<file path="src/rtl/fetch_sequencer_if.sv">
// Handshake bundle between fetch_sequencer and its neighbours: PC register,
// instruction memory, decode and branch resolution.
interface fetch_sequencer_if #(
    parameter int ADDR_W  = 32,
    parameter int INSTR_W = 32
);
    logic [ADDR_W-1:0]  pc_cur;
    logic [ADDR_W-1:0]  pc_next;
    logic               imem_req_valid;
    logic               imem_req_ready;
    logic [ADDR_W-1:0]  imem_addr;
    logic               imem_rsp_valid;
    logic [INSTR_W-1:0] imem_rsp_data;
    logic               instr_valid;
    logic               instr_ready;
    logic [INSTR_W-1:0] instr_data;
    logic [ADDR_W-1:0]  instr_pc;
    logic               redirect_valid;
    logic [ADDR_W-1:0]  redirect_target;
    logic               fetch_fault;

    modport master (
        input  pc_cur, imem_req_ready, imem_rsp_valid, imem_rsp_data,
               instr_ready, redirect_valid, redirect_target,
        output pc_next, imem_req_valid, imem_addr, instr_valid,
               instr_data, instr_pc, fetch_fault
    );

    modport slave (
        output pc_cur, imem_req_ready, imem_rsp_valid, imem_rsp_data,
               instr_ready, redirect_valid, redirect_target,
        input  pc_next, imem_req_valid, imem_addr, instr_valid,
               instr_data, instr_pc, fetch_fault
    );
endinterface

</file>
<file path="src/rtl/fetch_sequencer.sv">
// RV32 instruction fetch sequencer: one outstanding word fetch, decode handoff, redirects.
// Optional FETCH_MISALIGN_TRAP_EN: misaligned redirect targets trap instead of being aligned.
module fetch_sequencer #(
    parameter int ADDR_W  = 32,
    parameter int INSTR_W = 32
) (
    input  logic            clk,
    input  logic            reset,
    fetch_sequencer_if.master bus
);

    typedef enum logic [2:0] {
        REQ,
        WAIT,
        HOLD,
        DRAIN
`ifdef FETCH_MISALIGN_TRAP_EN
        ,
        TRAP
`endif
    } state_t;

    state_t             state;
    state_t             state_n;
    logic [ADDR_W-1:0]  pc_n;
    logic [ADDR_W-1:0]  target;
    logic               req_valid;
    logic               capture_pc;
    logic               capture_data;
    logic               clear_valid;
    logic               valid_q;
    logic [INSTR_W-1:0] data_q;
    logic [ADDR_W-1:0]  ipc_q;

`ifdef FETCH_MISALIGN_TRAP_EN
    logic misaligned;
    assign target     = bus.redirect_target;
    assign misaligned = |bus.redirect_target[1:0];
`else
    assign target = bus.redirect_target & ~ADDR_W'(3);
`endif

    always_comb begin
        state_n      = state;
        pc_n         = bus.pc_cur;
        req_valid    = 1'b0;
        capture_pc   = 1'b0;
        capture_data = 1'b0;
        clear_valid  = 1'b0;
        case (state)
            REQ: begin
                req_valid = 1'b1;
                if (bus.redirect_valid) begin
                    pc_n        = target;
                    clear_valid = 1'b1;
                    // An accepted request is now stale; its response must be drained.
                    state_n     = bus.imem_req_ready ? DRAIN : REQ;
                end else if (bus.imem_req_ready) begin
                    capture_pc = 1'b1;
                    state_n    = WAIT;
                end
            end
            WAIT: begin
                if (bus.redirect_valid) begin
                    pc_n        = target;
                    clear_valid = 1'b1;
                    state_n     = bus.imem_rsp_valid ? REQ : DRAIN;
                end else if (bus.imem_rsp_valid) begin
                    capture_data = 1'b1;
                    pc_n         = bus.pc_cur + ADDR_W'(4);
                    state_n      = HOLD;
                end
            end
            HOLD: begin
                if (bus.redirect_valid) begin
                    pc_n        = target;
                    clear_valid = 1'b1;
                    state_n     = REQ;
                end else if (bus.instr_ready) begin
                    clear_valid = 1'b1;
                    state_n     = REQ;
                end
            end
            DRAIN: begin
                if (bus.redirect_valid) begin
                    pc_n        = target;
                    clear_valid = 1'b1;
                end
                if (bus.imem_rsp_valid) begin
                    state_n = REQ;
                end
            end
            default: begin
                state_n = state;
            end
        endcase
`ifdef FETCH_MISALIGN_TRAP_EN
        // A misaligned target overrides every transition above and freezes the PC.
        if (bus.redirect_valid && misaligned && state != TRAP) begin
            state_n      = TRAP;
            pc_n         = bus.pc_cur;
            capture_pc   = 1'b0;
            capture_data = 1'b0;
            clear_valid  = 1'b1;
        end
`endif
    end

    always_ff @(posedge clk) begin
        if (reset) begin
            state   <= REQ;
            valid_q <= 1'b0;
            data_q  <= '0;
            ipc_q   <= '0;
        end else begin
            state <= state_n;
            if (capture_pc) begin
                ipc_q <= bus.pc_cur;
            end
            if (capture_data) begin
                data_q  <= bus.imem_rsp_data;
                valid_q <= 1'b1;
            end else if (clear_valid) begin
                valid_q <= 1'b0;
            end
        end
    end

    assign bus.pc_next        = reset ? '0 : pc_n;
    assign bus.imem_req_valid = req_valid & ~reset;
    assign bus.imem_addr      = bus.pc_cur;
    assign bus.instr_valid    = valid_q;
    assign bus.instr_data     = data_q;
    assign bus.instr_pc       = ipc_q;

`ifdef FETCH_MISALIGN_TRAP_EN
    assign bus.fetch_fault = (state == TRAP) & ~reset;
`else
    assign bus.fetch_fault = 1'b0;
`endif

endmodule

</file>
<file path="src/flat_wrapper.sv">
// flat-port wrapper written by rule: the top's interface ports become plain ports
module fetch_sequencer_flat 
#(
    parameter int ADDR_W  = 32,
    parameter int INSTR_W = 32
)
  (clk, reset, bus_pc_cur, bus_imem_req_ready, bus_imem_rsp_valid, bus_imem_rsp_data, bus_instr_ready, bus_redirect_valid, bus_redirect_target, bus_pc_next, bus_imem_req_valid, bus_imem_addr, bus_instr_valid, bus_instr_data, bus_instr_pc, bus_fetch_fault);
  fetch_sequencer_if #(.ADDR_W(ADDR_W), .INSTR_W(INSTR_W)) bus_i ();
  input  logic clk;
  input  logic reset;
  input wire logic [$bits(bus_i.pc_cur)-1:0] bus_pc_cur;
  input wire logic [$bits(bus_i.imem_req_ready)-1:0] bus_imem_req_ready;
  input wire logic [$bits(bus_i.imem_rsp_valid)-1:0] bus_imem_rsp_valid;
  input wire logic [$bits(bus_i.imem_rsp_data)-1:0] bus_imem_rsp_data;
  input wire logic [$bits(bus_i.instr_ready)-1:0] bus_instr_ready;
  input wire logic [$bits(bus_i.redirect_valid)-1:0] bus_redirect_valid;
  input wire logic [$bits(bus_i.redirect_target)-1:0] bus_redirect_target;
  output wire logic [$bits(bus_i.pc_next)-1:0] bus_pc_next;
  output wire logic [$bits(bus_i.imem_req_valid)-1:0] bus_imem_req_valid;
  output wire logic [$bits(bus_i.imem_addr)-1:0] bus_imem_addr;
  output wire logic [$bits(bus_i.instr_valid)-1:0] bus_instr_valid;
  output wire logic [$bits(bus_i.instr_data)-1:0] bus_instr_data;
  output wire logic [$bits(bus_i.instr_pc)-1:0] bus_instr_pc;
  output wire logic [$bits(bus_i.fetch_fault)-1:0] bus_fetch_fault;
  assign bus_i.pc_cur = bus_pc_cur;
  assign bus_i.imem_req_ready = bus_imem_req_ready;
  assign bus_i.imem_rsp_valid = bus_imem_rsp_valid;
  assign bus_i.imem_rsp_data = bus_imem_rsp_data;
  assign bus_i.instr_ready = bus_instr_ready;
  assign bus_i.redirect_valid = bus_redirect_valid;
  assign bus_i.redirect_target = bus_redirect_target;
  assign bus_pc_next = bus_i.pc_next;
  assign bus_imem_req_valid = bus_i.imem_req_valid;
  assign bus_imem_addr = bus_i.imem_addr;
  assign bus_instr_valid = bus_i.instr_valid;
  assign bus_instr_data = bus_i.instr_data;
  assign bus_instr_pc = bus_i.instr_pc;
  assign bus_fetch_fault = bus_i.fetch_fault;
  fetch_sequencer #(.ADDR_W(ADDR_W), .INSTR_W(INSTR_W)) u_core (.clk(clk), .reset(reset), .bus(bus_i));
endmodule
</file>
<file path="config.mk">
export PLATFORM = sky130hd
export DESIGN_NAME = fetch_sequencer_flat
export DESIGN_NICKNAME = d
export VERILOG_FILES = /design/src/rtl/fetch_sequencer_if.sv /design/src/rtl/fetch_sequencer.sv /design/src/flat_wrapper.sv
export SDC_FILE = /design/constraint.sdc
export NUM_CORES = 1
export LEC_CHECK = 0
export CORE_MARGIN = 3
export CORE_UTILIZATION = 29
export DETAILED_ROUTE_END_ITERATION = 12
export PLACE_DENSITY_LB_ADDON = 0.12
export SYNTH_ARGS = -nofsm -noshare
export SYNTH_HDL_FRONTEND = slang
export SYNTH_SLANG_ARGS = --single-unit
export TNS_END_PERCENT = 50
</file>
<file path="constraint.sdc">
create_clock -name clk -period 5.5 [get_ports clk]
set_input_delay 0.825 -clock clk [delete_from_list [all_inputs] [get_ports clk]]
set_output_delay 0.825 -clock clk [all_outputs]
set_load 0.005 [all_outputs]
</file>
==> impl_metrics.yaml <==
run_status:
  status: "finished clean"
yosys:
  yosys_register_bits: 67
  synth-edff-count: 0
  postSynth.asyncResetShare_pct: 0
  synth_cell_types: 48
  avgSynthCellArea_um2: 7.145
  ys_seq_area_share_pct: 34.83
  synth_nets: 642
  synth-warning-count: 0
  synthesis.area_um2: 3851
  ys.flop_type: "dfxtp_1"
  syn_inst: 539
placement:
  io_buffers: 229
  gp_congestion: 0.7682
  hpwlAfterDp_mm: 10.56
  dp.cells: 877
worst_setup_path:
  crit_family: "buffers and inverters"
  cp.required_ps: 4680
  max_stage_delay_ps: 700
  cp-start-kind: "input port"
  endpoint_kind: "output pin"
  critPathSlowestCell: "clkdlybuf4s50_1"
  critPathKind: "input port to output pin"
  cp.arrival_ps: 3690
  crit_fanout: 12
  cp_cell_sequence: "clkdlybuf4s50_1 > ha_1 > inv_1 > or3_4 > or4_1 > a311oi_1 > clkdlybuf4s50_1"
  path_common_cell: "clkdlybuf4s50_1"
  crit_buf_inv: 3
route:
  drtIter0Drc: 286
  drtPass1Iterations: 4
  ant_nets: 0
  vias: 4401
  wire_per_inst_um: 16.09
  viasPerCell: 4.928
  wl_mm: 14.37
  drc: 0
clocking:
  numClockSinks: 67
  ctsResizeCount: 0
  clk_pin_slew_ps: 60
  cts_hold_buf: 0
  postCtsSetupBuffers: 0
  clock_latency_ps: 340
  cts_buffers: 9
  cts_root_buf: "clkbuf_16"
  cts-htree-levels: 3
  cts_tree: "built"
  clock_path_buffers: 2
floorplanning:
  die_area_um2: 14700
  coreArea_um2: 12820
  num_rows: 41
  ios: 233
  start_util_pct: 30.03
  die_x_um: 121.2
  die_y_um: 121.2
timing:
  max_slew.worst_pin.slew_ps: 1336
  finalMaxSlewViolations: 0
  setup-violations-final: 0
  finalSetupTns_ps: 0
  post-route-period-util_pct: 82.13
  fmax_ghz: 0.2214
  slew-limit-headroom_pct: 10.81
  rsz0062_at_grt: "no"
  min_period_ps: 4517
  skew_ps: 7.493
  finalHoldViolCount: 0
cells_and_area:
  stdcell_count: 893
  synthToLayoutAreaGrowth_pct: 64.94
  nets: 819
  antenna_cells: 0
  drive_gt1_share_pct: 4.577
  final_core_util_pct: 49.53
grt:
  antenna_found_initial: 0
  overflow: 0
  grt_pass1_wl_mm: 22.43
  grt_max_degree: 67
  grt_pass1_vias: 4284
  track_usage_pct: 19.21
worst_hold_path:
  holdCritPathClass: "flip-flop to flip-flop"
power_and_ir_drop:
  vdd_drop_max_mv: 0.1852
  leakage_nw: 2.168
  powerDensity_nw_per_um2: 231.1
  finalPower_mw: 1.468
run:
  timing.max_cap.violations: 0
## worst paths after layout
check | cells after the start | endpoint | startpoint | slack, ps
min | 2 | u_core.bus.instr_data[5] | u_core.bus.instr_data[5] | 450
max | 7 | bus_pc_next[22] | bus_pc_cur[2] | 980
max reg2reg | 4 | u_core.bus.instr_data[20] | u_core.state[0] | 3130
min reg2reg | 2 | u_core.bus.instr_data[5] | u_core.bus.instr_data[5] | 450
## stage by stage
step,instance area [µm²],worst slack (ps),hold WS [ps]
final,6352,982.7,452.1
after global routing,6352,753.7,471.1
after CTS,6352,1002,454.4
after detailed placement,6018,1020,447.7
after global placement,6018,1030,442.1
after floorplan,3851,2409,452.7
## logic make-up after synthesis
group                    after synthesis  synth area share [%]
flip-flops                            67                 34.83
buffers and inverters                 83                 11.76
adder cells (fa/ha/maj)                1                0.3248
other                                  1               0.09737
XOR/XNOR                              10                 2.274
multiplexers                           1                0.2924
AND/OR/NAND/NOR                      253                 30.96
AO/OA/AOI/OAI                        123                 19.46
## registers in the layout, indices dropped and copies added (netlist names)
| register | flops |
|---|---|
| u_core.bus.instr_data | 32 |
| u_core.bus.instr_pc | 32 |
| u_core.state | 2 |
| u_core.bus.instr_valid | 1 |
## routing by layer
| metal | vias to the layer above | global-route usage (%) | share of wire, % |
|---|---|---|---|
| li1 | 2204 | - | - |
| met1 | 2028 | 24.00 | 44 |
| met2 | 158 | 31.68 | 48 |
| met3 | 11 | 6.620 | 7.8 |
| met4 | 0 | 5.042 | 0.95 |
| met5 | - | 0 | 0 |
## synth_stat cells (2+ instances only)
cell / number / area [µm²]
a2111oi_0: 5 / 43.79
a211o_1: 2 / 17.52
a211oi_1: 12 / 90.09
a21oi_1: 73 / 365.4
a311oi_1: 9 / 78.83
and2_1: 4 / 25.02
and3_1: 2 / 12.51
and4_1: 7 / 61.31
buf_1: 6 / 22.52
buf_2: 2 / 10.01
buf_4: 33 / 247.7
buf_6: 2 / 22.52
clkbuf_1: 27 / 101.4
dfxtp_1: 67 / 1341
inv_1: 13 / 48.80
nand2_1: 142 / 533.0
nand2b_1: 4 / 25.02
nand3_1: 12 / 60.06
nand4_1: 9 / 56.30
nor2_1: 30 / 112.6
nor2b_1: 2 / 12.51
nor3_1: 11 / 55.05
nor3b_1: 4 / 30.03
nor4_1: 9 / 56.30
o21a_1: 2 / 15.01
o21ai_0: 7 / 35.03
o31ai_1: 5 / 37.54
or3_1: 5 / 31.28
or4_1: 6 / 45.04
xnor2_1: 8 / 70.07
xor2_1: 2 / 17.52
## layout make-up
class                   count  area (µm²)
multi-input cells         389        2071
well taps                 172       215.2
clock inverters             6       95.09
clock buffers              10       239.0
inverters                  13       48.80
fillers                  1276        6472
repair buffers            236        2342
flip-flops and latches     67        1341
## power breakdown
group	internal (mW)	total [mW]	leakage (nW)	switching (mW)
clock	0.414	0.645	0.164	0.231
sequential	0.504	0.517	0.544	0.0125
combinational	0.175	0.307	1.46	0.131
total	1.09	1.47	2.17	0.375
## worst min-delay path, delay by kind of cell (launching register included)
family | cells | cell delay [ps]
AND/OR/NAND/NOR | 1 | 50
AO/OA/AOI/OAI | 1 | 50
flip-flops | 1 | 310
## cells in the final DEF (no fill, tap or decap), types with 2 or more instances in the layout
cell type | synthesis | layout
inv_1 | 13 | 13
a211o_1 | 2 | 2
o31ai_1 | 5 | 5
bufinv_16 | 0 | 2
nand3_1 | 12 | 12
clkdlybuf4s50_1 | 0 | 228
dfxtp_1 | 67 | 67
xnor2_1 | 8 | 8
clkbuf_16 | 0 | 9
and3_1 | 2 | 2
nor4_2 | 1 | 2
nor2b_1 | 2 | 2
o21ai_0 | 7 | 7
and2_1 | 4 | 4
clkinv_4 | 0 | 2
or3_1 | 5 | 5
a211oi_1 | 12 | 12
nand4_1 | 9 | 9
nor2_1 | 30 | 29
nor3_1 | 11 | 10
nand2_1 | 142 | 142
a2111oi_0 | 5 | 5
o21a_1 | 2 | 2
inv_6 | 0 | 2
nor3b_1 | 4 | 4
or4_1 | 6 | 6
a311oi_1 | 9 | 9
buf_4 | 33 | 8
and4_1 | 7 | 7
xor2_1 | 2 | 2
a21oi_1 | 73 | 73
nand2b_1 | 4 | 4
nor4_1 | 9 | 8
Power figures use the tool's default switching activity.
